--- src/rtl/nibble_serial_adder_ctrl_pkg.sv ---
// Shared constants for the nibble-serial adder: slice width, FSM encoding and
// the index-width helper used to size the nibble counter.
package nibble_serial_adder_ctrl_pkg;

  localparam int NIB_W = 4;

  typedef enum logic [1:0] {
    ST_IDLE = 2'd0,
    ST_RUN  = 2'd1,
    ST_DONE = 2'd2
  } state_t;

  // Nibble index width; a single-nibble operand still needs a 1-bit counter.
  function automatic int idx_width(input int nibbles);
    if (nibbles > 1) begin
      return $clog2(nibbles);
    end else begin
      return 1;
    end
  endfunction

endpackage

--- src/rtl/nibble_serial_adder_ctrl_nibble_add4.sv ---
// Combinational 4-bit ripple-carry slice; exposes the carry into the top bit
// (c3) as well as the carry out (c4) so signed overflow can be derived.
module nibble_add4
  import nibble_serial_adder_ctrl_pkg::*;
(
  input  logic [NIB_W-1:0] a,
  input  logic [NIB_W-1:0] b,
  input  logic             ci,
  output logic [NIB_W-1:0] s,
  output logic             c3,
  output logic             c4
);

  logic [NIB_W:0] w_c;

  // Ripple the carry bit by bit through the slice.
  always_comb begin
    w_c    = '0;
    s      = '0;
    w_c[0] = ci;
    for (int i = 0; i < NIB_W; i++) begin
      s[i]     = a[i] ^ b[i] ^ w_c[i];
      w_c[i+1] = (a[i] & b[i]) | (a[i] & w_c[i]) | (b[i] & w_c[i]);
    end
  end

  assign c3 = w_c[NIB_W-1];
  assign c4 = w_c[NIB_W];

endmodule

--- src/rtl/nibble_serial_adder_ctrl.sv ---
// Multi-cycle WIDTH-bit adder reusing one nibble slice, LSB nibble first.
// Define NSA_OVF_EN to add the registered signed-overflow output ovf.
module nibble_serial_adder_ctrl
  import nibble_serial_adder_ctrl_pkg::*;
#(
  parameter int WIDTH = 16
) (
  input  logic             clk,
  input  logic             rst,
  input  logic             in_valid,
  output logic             in_ready,
  input  logic [WIDTH-1:0] a,
  input  logic [WIDTH-1:0] b,
  input  logic             cin,
  output logic             out_valid,
  input  logic             out_ready,
  output logic [WIDTH-1:0] sum,
  output logic             cout,
`ifdef NSA_OVF_EN
  output logic             ovf,
`endif
  output logic             busy
);

  localparam int NIBBLES = WIDTH / NIB_W;
  localparam int IDX_W   = idx_width(NIBBLES);
  localparam logic [IDX_W-1:0] LAST_IDX = IDX_W'(NIBBLES - 1);

  state_t             r_state;
  logic [IDX_W-1:0]   r_idx;
  logic               r_carry;
  logic [WIDTH-1:0]   r_a;
  logic [WIDTH-1:0]   r_b;
  logic [WIDTH-1:0]   r_sum;
  logic               r_cout;
  logic               r_out_valid;
  logic               r_in_ready;
  logic               r_busy;

  logic [WIDTH-1:0]   w_a_shift;
  logic [WIDTH-1:0]   w_b_shift;
  logic [NIB_W-1:0]   w_s;
  logic               w_c4;

  // Bring the current nibble of each latched operand down to bit 0.
  assign w_a_shift = r_a >> {r_idx, 2'b00};
  assign w_b_shift = r_b >> {r_idx, 2'b00};

`ifdef NSA_OVF_EN
  logic w_c3;
  logic r_ovf;

  nibble_add4 u_slice (
    .a  (w_a_shift[NIB_W-1:0]),
    .b  (w_b_shift[NIB_W-1:0]),
    .ci (r_carry),
    .s  (w_s),
    .c3 (w_c3),
    .c4 (w_c4)
  );

  // Signed overflow is captured alongside cout on the MSB nibble.
  always_ff @(posedge clk or posedge rst) begin
    if (rst) begin
      r_ovf <= 1'b0;
    end else if ((r_state == ST_RUN) && (r_idx == LAST_IDX)) begin
      r_ovf <= w_c3 ^ w_c4;
    end else begin
      r_ovf <= r_ovf;
    end
  end

  assign ovf = r_ovf;
`else
  nibble_add4 u_slice (
    .a  (w_a_shift[NIB_W-1:0]),
    .b  (w_b_shift[NIB_W-1:0]),
    .ci (r_carry),
    .s  (w_s),
    .c3 (),
    .c4 (w_c4)
  );
`endif

  // Sequencer: accept, one nibble per RUN cycle, then hold the result in DONE.
  always_ff @(posedge clk or posedge rst) begin
    if (rst) begin
      r_state     <= ST_IDLE;
      r_idx       <= '0;
      r_carry     <= 1'b0;
      r_a         <= '0;
      r_b         <= '0;
      r_sum       <= '0;
      r_cout      <= 1'b0;
      r_out_valid <= 1'b0;
      r_in_ready  <= 1'b1;
      r_busy      <= 1'b0;
    end else begin
      case (r_state)
        ST_IDLE: begin
          if (in_valid && r_in_ready) begin
            r_a        <= a;
            r_b        <= b;
            r_carry    <= cin;
            r_idx      <= '0;
            r_in_ready <= 1'b0;
            r_busy     <= 1'b1;
            r_state    <= ST_RUN;
          end else begin
            r_in_ready <= 1'b1;
          end
        end
        ST_RUN: begin
          for (int i = 0; i < NIBBLES; i++) begin
            if (r_idx == IDX_W'(i)) begin
              r_sum[i*NIB_W +: NIB_W] <= w_s;
            end
          end
          r_carry <= w_c4;
          if (r_idx == LAST_IDX) begin
            r_cout      <= w_c4;
            r_out_valid <= 1'b1;
            r_state     <= ST_DONE;
          end else begin
            r_idx <= r_idx + IDX_W'(1);
          end
        end
        ST_DONE: begin
          // in_ready stays low here even when the result drains this cycle.
          if (out_ready) begin
            r_out_valid <= 1'b0;
            r_in_ready  <= 1'b1;
            r_busy      <= 1'b0;
            r_state     <= ST_IDLE;
          end else begin
            r_out_valid <= 1'b1;
          end
        end
        default: begin
          r_state     <= ST_IDLE;
          r_out_valid <= 1'b0;
          r_in_ready  <= 1'b1;
          r_busy      <= 1'b0;
        end
      endcase
    end
  end

  assign in_ready  = r_in_ready;
  assign out_valid = r_out_valid;
  assign sum       = r_sum;
  assign cout      = r_cout;
  assign busy      = r_busy;

endmodule

--- config.mk ---
export PLATFORM = sky130hd
export DESIGN_NAME = nibble_serial_adder_ctrl
export DESIGN_NICKNAME = d
export VERILOG_FILES = /design/src/rtl/nibble_serial_adder_ctrl_pkg.sv /design/src/rtl/nibble_serial_adder_ctrl_nibble_add4.sv /design/src/rtl/nibble_serial_adder_ctrl.sv
export SDC_FILE = /design/constraint.sdc
export NUM_CORES = 1
export LEC_CHECK = 0
export ABC_AREA = 1
export CAP_MARGIN = 20
export CORE_MARGIN = 2
export CORE_UTILIZATION = 50
export CTS_CLUSTER_SIZE = 12
export DETAILED_ROUTE_END_ITERATION = 7
export PLACE_DENSITY = 0.79
export REMOVE_ABC_BUFFERS = 1
export SLEW_MARGIN = 10
export SYNTH_ARGS = -nofsm -noshare
export SYNTH_HDL_FRONTEND = slang
export SYNTH_SLANG_ARGS = --single-unit
--- constraint.sdc ---
create_clock -name clk -period 3.8 [get_ports clk]
set_clock_uncertainty 0.2 [all_clocks]
set_input_delay 0.38 -clock clk [delete_from_list [all_inputs] [get_ports clk]]
set_output_delay 0.38 -clock clk [all_outputs]
set_load 0.02 [all_outputs]
Word level (Yosys, flattened, before mapping)
Index checks and enable logic that the tools add are counted.
{ "totals": {"out_inout_bits": 20, "word_cells": 88, "reg_bits": 57} }
{ "op_classes": {"addsub": 1, "shifts": 2, "n_reduce_logical": 15, "bitwise_logic": 30, "n_mux": 18, "n_eq_ne": 9} }
{ "op_table": {"columns": ["cell", "n"], "rows": [
  ["16-bit by 4-bit >> shifter with 4-bit output", 2],
  ["2-bit AND reduction", 8],
  ["1-bit bitwise AND", 12],
  ["2-bit 2-to-1 mux", 5],
  ["1-bit case mux with 3 select lines", 3],
  ["3-bit AND reduction", 3],
  ["2-bit != test (second input constant)", 4],
  ["1-bit OR", 8],
  ["1-bit XOR", 8],
  ["1-bit 2-to-1 mux", 7],
  ["2-bit equality test (second input constant)", 3],
  ["2-bit case mux with 3 select lines", 1],
  ["2-bit by 1-bit equality test with 1-bit output (second input constant)", 2],
  ["2-bit zero test", 2],
  ["2-bit case mux with 2 select lines", 1],
  ["2-bit by 1-bit adder with 2-bit output (second input constant)", 1],
  ["1-bit NOT", 2],
  ["1-bit case mux with 2 select lines", 1],
  ["2-bit nonzero test", 1],
  ["1-bit logical AND", 1]
]} }

Logic depth before layout (Yosys ltp)
Gate-level depths: netlist of run 1.
{ "depth": {"depth_word": 14, "ltp_mapped": 14, "depth_no_buf": 13} }

Cells and area by module
Synthesis of run 1 repeated with hierarchy kept, for this count alone.
{ "hier_totals": {"hier_cells": 332, "area_unflattened_um2": 2762.6} }
{ "modules_own_cells": {"columns": ["mod", "cells_each", "n_inst", "area_each_um2"], "rows": [
  ["nibble_serial_adder_ctrl", 318, 1, 2645.0],
  ["nibble_add4", 14, 1, 117.6]
]} }

Worst setup path before layout of run 1
OpenSTA, ideal clock, no wires.
{ "synth_timing": {"path_type": "register to register", "start": "reg r_idx[0]", "end": "reg r_sum[11], in the netlist sum[11]", "setup_time_ns": 0.083, "stages_incl_launch_ff": 12, "arrival_time_ns": 2.772, "required_ns": 3.517, "path_slack_ns": 0.745, "path_cell_list": "dfrtp_1 > buf_4 > inv_2 > buf_4 > o211ai_1 > nand2_1 > fa_1 > fa_1 > fa_1 > inv_1 > fa_1 > o21ai_0"} }
{ "synth_between": {"elab_chain_cells": 11} }
{ "synth_lines": {"columns": ["element", "line_no", "source"], "rows": [
  ["from (decl)", "nibble_serial_adder_ctrl.sv:30", "logic [IDX_W-1:0] r_idx;"],
  ["from (signal assigned)", "nibble_serial_adder_ctrl.sv:125", "r_idx <= r_idx + IDX_W'(1);"],
  ["16-bit by 4-bit >> shifter with 4-bit output, on equally long branches", "nibble_serial_adder_ctrl.sv:46, nibble_serial_adder_ctrl.sv:47", null],
  ["1-bit bitwise AND", "nibble_serial_adder_ctrl_nibble_add4.sv:23", "w_c[i+1] = (a[i] & b[i]) | (a[i] & w_c[i]) | (b[i] & w_c[i]);"],
  ["1-bit OR (2 in series)", "nibble_serial_adder_ctrl_nibble_add4.sv:23", null],
  ["1-bit bitwise AND", "nibble_serial_adder_ctrl_nibble_add4.sv:23", null],
  ["1-bit OR (2 in series)", "nibble_serial_adder_ctrl_nibble_add4.sv:23", null],
  ["1-bit bitwise AND", "nibble_serial_adder_ctrl_nibble_add4.sv:23", null],
  ["1-bit OR (2 in series)", "nibble_serial_adder_ctrl_nibble_add4.sv:23", null],
  ["1-bit XOR", "nibble_serial_adder_ctrl_nibble_add4.sv:22", "s[i] = a[i] ^ b[i] ^ w_c[i];"],
  ["to (signal, indexed assignment)", "nibble_serial_adder_ctrl.sv:116", "r_sum[i*NIB_W +: NIB_W] <= w_s;"],
  ["to (decl)", "nibble_serial_adder_ctrl.sv:34", "logic [WIDTH-1:0] r_sum;"]
]} }
Parallel ways exist; a longest one is shown, timed or not.
A chain may end at the register's enable or synchronous reset.

Worst setup path in the final report of run 1
{ "layout_timing": {"start": "reg r_idx[1]", "end": "reg r_sum[7], in the netlist sum[7]"} }
Same word-level chain as after synthesis.

==> reports/metrics.yaml, run 1 <==
status: "finished clean"
async_flop_share_pct: 100
synth_top_cells_by_count: "149 x nand2_1, 56 x dfrtp_1, 31 x o21ai_0"
clock_path_buffers: 2
die_h_um: 77.3
min_path_cells: 2
path_clk_slew_ns: 0.06
dieArea_sq_um: 5970
cts.repair.resized: 0
cts_hold_buf: 0
num_io_pins: 57
start_util_pct: 52.2
p_per_area_nw_per_um2: 858
drc: 0
yosysWarnings: 0
grt.total_usage_pct: 21.5
place_area_sq_um: 3260
cts_tree: "yes"
cp_max_fo: 15
final_util_pct: 67.1
ant_nets: 0
globalplace.congestion: 0.767
grt_pass1_vias: 2244
r2r_start: "r_idx[1]"
fin_ws_ns: 0.502
synth_most_common_cell: "nand2_1"
grt_max_degree: 44
synth_edf_count: 0
drive_gt1_share_pct: 5.80
slowest_delay_ns: 0.62
yosys_most_used_dff: "dfrtp_1"
required_ns: 3.84
num-nets-final: 422
syn_area_per_cell_sq_um: 8.47
rsz0062_at_grt: "no"
ys_seq_area_share_pct: 53.2
worstSetupPathType: "register to register"
viasPerCell: 4.92
hp-class: "register to register"
grt_pass1_wl_mm: 9.98
cpMostUsedCell: "fa_1"
ys_ff_latch: 57
cts_htree_levels: 3
yosysUniqueCellTypes: 19
finalSetupViolCount: 0
routedWlPerCell_um: 12.3
n_antenna_cell: 0
preCtsSetupSlack_ns: 0.510
r2r_end: "sum[7]"
post_cts_buffers: 0
port_buffers: 56
endpoint_kind: "register"
yosys-top-cells-area: "dfrtp_1 52%, nand2_1 21%, o21ai_0 5.8%, ha_1 3.3%, inv_1 3.2%"
hold_viol_final: 0
slew_viol_final: 0
clockRootBuffer: "clkbuf_8"
fin_area_sq_um: 3450
timing.setup.tns_ns: 0
syn_to_final_growth_pct: 28.6
synth_top_area_share_pct: 52.2
dp_hpwl_mm: 3.92
hold_start: "out_valid"
overflow: 0
antenna_found_initial: 0
synth_top_cell_by_area: "dfrtp_1"
relSlewSlack_pct: 46.5
worstMarginPinSlew_ns: 0.802
core_area_sq_um: 5140
leakage_nw: 1.73
vias: 2207
drtIter0Drc: 90
cts-buffers-inserted: 9
die_w_um: 77.3
clkSinkCount: 57
worstPathArrival_ns: 3.34
drt_wl_total_mm: 5.54
r2r_setup_slack_ns: 0.50
critPathSlowestCell: "dfrtp_1"
cap_violations: 0
dr.pass1.iters: 4
worstRegToRegCells: 9
hold_end: "out_valid"
netlist_area_sq_um: 2680
clk-insertion-delay-late_ns: 0.33
crit_chain: "inv_1 -> o211ai_1 -> nand2_1 -> fa_1 -> fa_1 -> fa_1 -> inv_1 -> fa_1 -> o21ai_0"
period_minus_slack_ns: 3.30
critPathLaunchType: "register"
max_freq_mhz: 303
period_share_pct: 86.8
peakVddDrop_uv: 373
rows: 26
syn_inst: 317
-- cell usage in the layout (no fill, tap or decap), drive strengths merged --
master,Yosys,final
clkinv,0,2
clkdlybuf4s50,0,56
dfstp,1,1
o211ai,9,9
nand3,13,13
inv,25,25
fa,4,4
nor2,7,7
clkbuf,1,14
a21oi,1,1
nand4,2,2
dfrtp,56,56
nand2,149,149
buf,11,2
o21ai,31,31
ha,7,7
-- metal layers --
layer	global-route usage, %	vias up	routed length (um)
met2	34.3	53	2690
li1	-	1112	-
met4	10.2	0	117
met1	26.8	1033	2490
met5	0	-	0
met3	6.35	9	243
-- worst max-delay path: cells and delay by family, from the launching register on --
kind	cells	cell delay (ns)
AOI/OAI and AO/OA	2	0.36
adders and majority gates	4	1.61
buffers and inverters	2	0.32
DFF	1	0.62
and+or+nand+nor	1	0.10
-- final cells by class --
cell class                 count  area [sq um]
multi-input combinational    223          1070
sequential                    57          1430
clock buffer                  14           183
tap                           70          87.6
timing repair buffer          58           576
fill                         450          1690
inverter                      25          96.3
clock inverter                 2          10.0
-- worst max-delay path by stage --
stage / start / end / slack (ns) / depth (start not counted)
after floorplan: r_idx[0] / sum[15] / 0.70 / 11
after detailed placement: r_idx[1] / sum[7] / 0.51 / 9
final: r_idx[1] / sum[7] / 0.50 / 9
after global placement: r_idx[1] / sum[15] / 0.62 / 9
after global routing: r_idx[1] / sum[7] / 0.25 / 9
after CTS: r_idx[1] / sum[7] / 0.51 / 9
-- registers in the layout, indices dropped and copies added, names as in the netlist --
name       flops
r_b           16
r_a           16
r_carry        1
in_ready       1
out_valid      1
cout           1
sum           16
r_state        2
r_idx          2
busy           1
-- power by group --
group / switching, W / total, W / internal [W]
logic: 0.000845 / 0.00138 / 0.000534
clock network: 0.000223 / 0.000528 / 0.000306
registers: 0.000166 / 0.00105 / 0.000888
-- cells by family (layout without fill, tap and decap cells) --
| logic type | Yosys count | in the layout | share of synthesized area [%] |
|---|---|---|---|
| flops | 57 | 57 | 53.2 |
| buf+inv | 37 | 99 | 6.90 |
| fa+ha+maj | 11 | 11 | 6.25 |
| compound gates | 41 | 41 | 8.48 |
| simple gates | 171 | 171 | 25.2 |
-- stage by stage --
stage / total power, W / cells / hold slack, ns
5_1_grt: 0.00326 / 449 / 0.308
4_1_cts: 0.00299 / 449 / 0.282
3_3_place_gp: 0.00239 / 433 / 0.260
2_1_floorplan: 0.00194 / 305 / 0.244
6_report: 0.00296 / 449 / 0.279
3_5_place_dp: 0.00245 / 433 / 0.266
(Power assumes the default switching activity.)
==> run 2, diff against run 1 <==
--- a/config.mk
+++ b/config.mk
@@ -13,6 +13,7 @@
 export DETAILED_ROUTE_END_ITERATION = 7
 export PLACE_DENSITY = 0.79
 export REMOVE_ABC_BUFFERS = 1
+export SKIP_LAST_GASP = 1
 export SLEW_MARGIN = 10
 export SYNTH_ARGS = -nofsm -noshare
 export SYNTH_HDL_FRONTEND = slang
==> constraint.sdc (replaced) <==
create_clock -name clk -period 3.2 [get_ports clk]
set_clock_uncertainty 0.2 [all_clocks]
set_input_delay 0.32 -clock clk [delete_from_list [all_inputs] [get_ports clk]]
set_output_delay 0.32 -clock clk [all_outputs]
set_load 0.02 [all_outputs]
==> run 2 against run 1 <==
  * Critical endpoint is now sum[3]
  * Via count down 0.95%
  * Sequential share of layout area down 0.42 points
  * Critical path type unchanged
  * Combinational power is 22% higher
  * Largest power group unchanged
  * Highest routed layer unchanged
  * Count of clock-buffer cells in the layout stayed put
  * Total power rose by 20%
  * Routed wire length down 3.8%
  * Final cell count increased by 0.67%
==> reports/metrics.yaml, run 2 (same netlist as run 1, synthesis figures left out) <==
fin_area_sq_um: 3490
rsz0062_at_grt: "no"
worstMarginPinSlew_ns: 0.593
grt_pass1_vias: 2131
p_switching_w: 0.00147
crit_chain: "inv_4 -> nand2_1 -> o211ai_1 -> nand2_1 -> fa_1 -> fa_1 -> fa_1 -> inv_1 -> fa_1 -> o21ai_0"
p_total_w: 0.00355
hp-class: "primary input to async pin"
status: "finished clean"
overflow: 0
clock_path_buffers: 2
dieArea_sq_um: 5970
rows: 26
globalplace.congestion: 0.821
clk-insertion-delay-late_ns: 0.33
relSlewSlack_pct: 60.4
max_freq_mhz: 328
clkSinkCount: 57
peakVddDrop_uv: 456
slew_viol_final: 0
timing.setup.tns_ns: 0
cpMostUsedCell: "fa_1"
die_h_um: 77.3
cts-buffers-inserted: 9
finalSetupViolCount: 0
place_area_sq_um: 3290
internal-power_w: 0.00208
grt_pass1_wl_mm: 9.47
dp_hpwl_mm: 3.90
cap_violations: 0
cts_tree: "yes"
grt.total_usage_pct: 20.1
clockRootBuffer: "clkbuf_8"
n_antenna_cell: 0
p_comb_share_pct: 47.5
core_area_sq_um: 5140
required_ns: 3.25
drive_gt1_share_pct: 6.81
drtIter0Drc: 95
hold_viol_final: 0
num-nets-final: 425
antenna_found_initial: 0
slowest_delay_ns: 0.46
final_common_cell: "nand2_1"
final_cell_mix: "149 x nand2_1, 56 x clkdlybuf4s50_1, 55 x dfrtp_1, 29 x o21ai_0, 22 x inv_1"
whs_ns: 0.181
critPathSlowestCell: "fa_1"
drt_wl_total_mm: 5.33
period_share_pct: 95.4
worstPathArrival_ns: 3.10
routedWlPerCell_um: 11.8
port_buffers: 56
ant_nets: 0
syn_to_final_growth_pct: 30.0
cp_max_fo: 14
period_minus_slack_ns: 3.05
cts_htree_levels: 3
drc: 0
switching_share_pct: 41.5
fin_ws_ns: 0.147
viasPerCell: 4.84
dr.pass1.iters: 4
preCtsSetupSlack_ns: 0.0755
clkPwrFrac_pct: 17.7
worstSetupPathType: "register to register"
leakage_nw: 1.75
seqPwrFrac_pct: 34.9
vias: 2186
path_clk_slew_ns: 0.06
num_io_pins: 57
start_util_pct: 52.2
die_w_um: 77.3
endpoint_kind: "register"
critPathLaunchType: "register"
grt_max_degree: 44
p_per_area_nw_per_um2: 1020
[run 2: through the flow]
step	instances	utilization, %
6_report	452	67.9
5_1_grt	452	67.9
4_1_cts	452	67.8
3_5_place_dp	436	64.1
3_3_place_gp	436	64.1
2_1_floorplan	305	-
[run 2: critical path, delay by kind of cell, from the launching register on]
| family | cells | cell delay, ns |
|---|---|---|
| AO/OA/AOI/OAI | 2 | 0.27 |
| adder cells (fa/ha/maj) | 4 | 1.67 |
| buffers and inverters | 2 | 0.22 |
| flip-flops | 1 | 0.44 |
| AND/OR/NAND/NOR | 2 | 0.17 |
[run 2: final cells by class]
class                   instances  area [sq um]
fillers                       440          1650
well taps                      70          87.6
multi-input cells             223          1070
inverters                      25          98.8
repair buffers                 61           611
clock inverters                 2          10.0
clock buffers                  14           183
flip-flops and latches         57          1430
[run 2: routing by layer]
layer  up-vias  track usage (%)  share of wire [%]
li1       1120                -                  -
met1      1008             25.8                 46
met2        50             33.0                 49
met3         8             5.76                3.9
met4         0             6.07                1.4
met5         -                0                  0
[run 2: final timing paths]
| path | from | end | slack, ns | cells past startpoint |
|---|---|---|---|---|
| max | r_idx[0] | sum[3] | 0.15 | 10 |
| min | rst | sum[5] | 0.18 | 2 |
| max reg2reg | r_idx[0] | sum[3] | 0.15 | 10 |
| min reg2reg | r_a[3] | r_a[3] | 0.28 | 2 |
| max in group asynchronous | rst | r_idx[0] | 2.04 | 3 |
| min in group clk | r_a[3] | r_a[3] | 0.28 | 2 |
[run 2: timing repair]
action                                  CTS  global route
setup buffers                             0             0
resized for setup                         0             4
hold buffers                              0             0
endpoints found under the setup margin    0             4
[run 2: power by group through the flow]
stage | registers [W] | clock network [W] | logic (W)
4_1_cts | 0.00124 | 0.000637 | 0.00170
3_3_place_gp | 0.00124 | 0 | 0.00163
5_1_grt | 0.00128 | 0.000675 | 0.00192
6_report | 0.00124 | 0.000627 | 0.00169
2_1_floorplan | 0.00134 | 0 | 0.000964
3_5_place_dp | 0.00124 | 0 | 0.00169
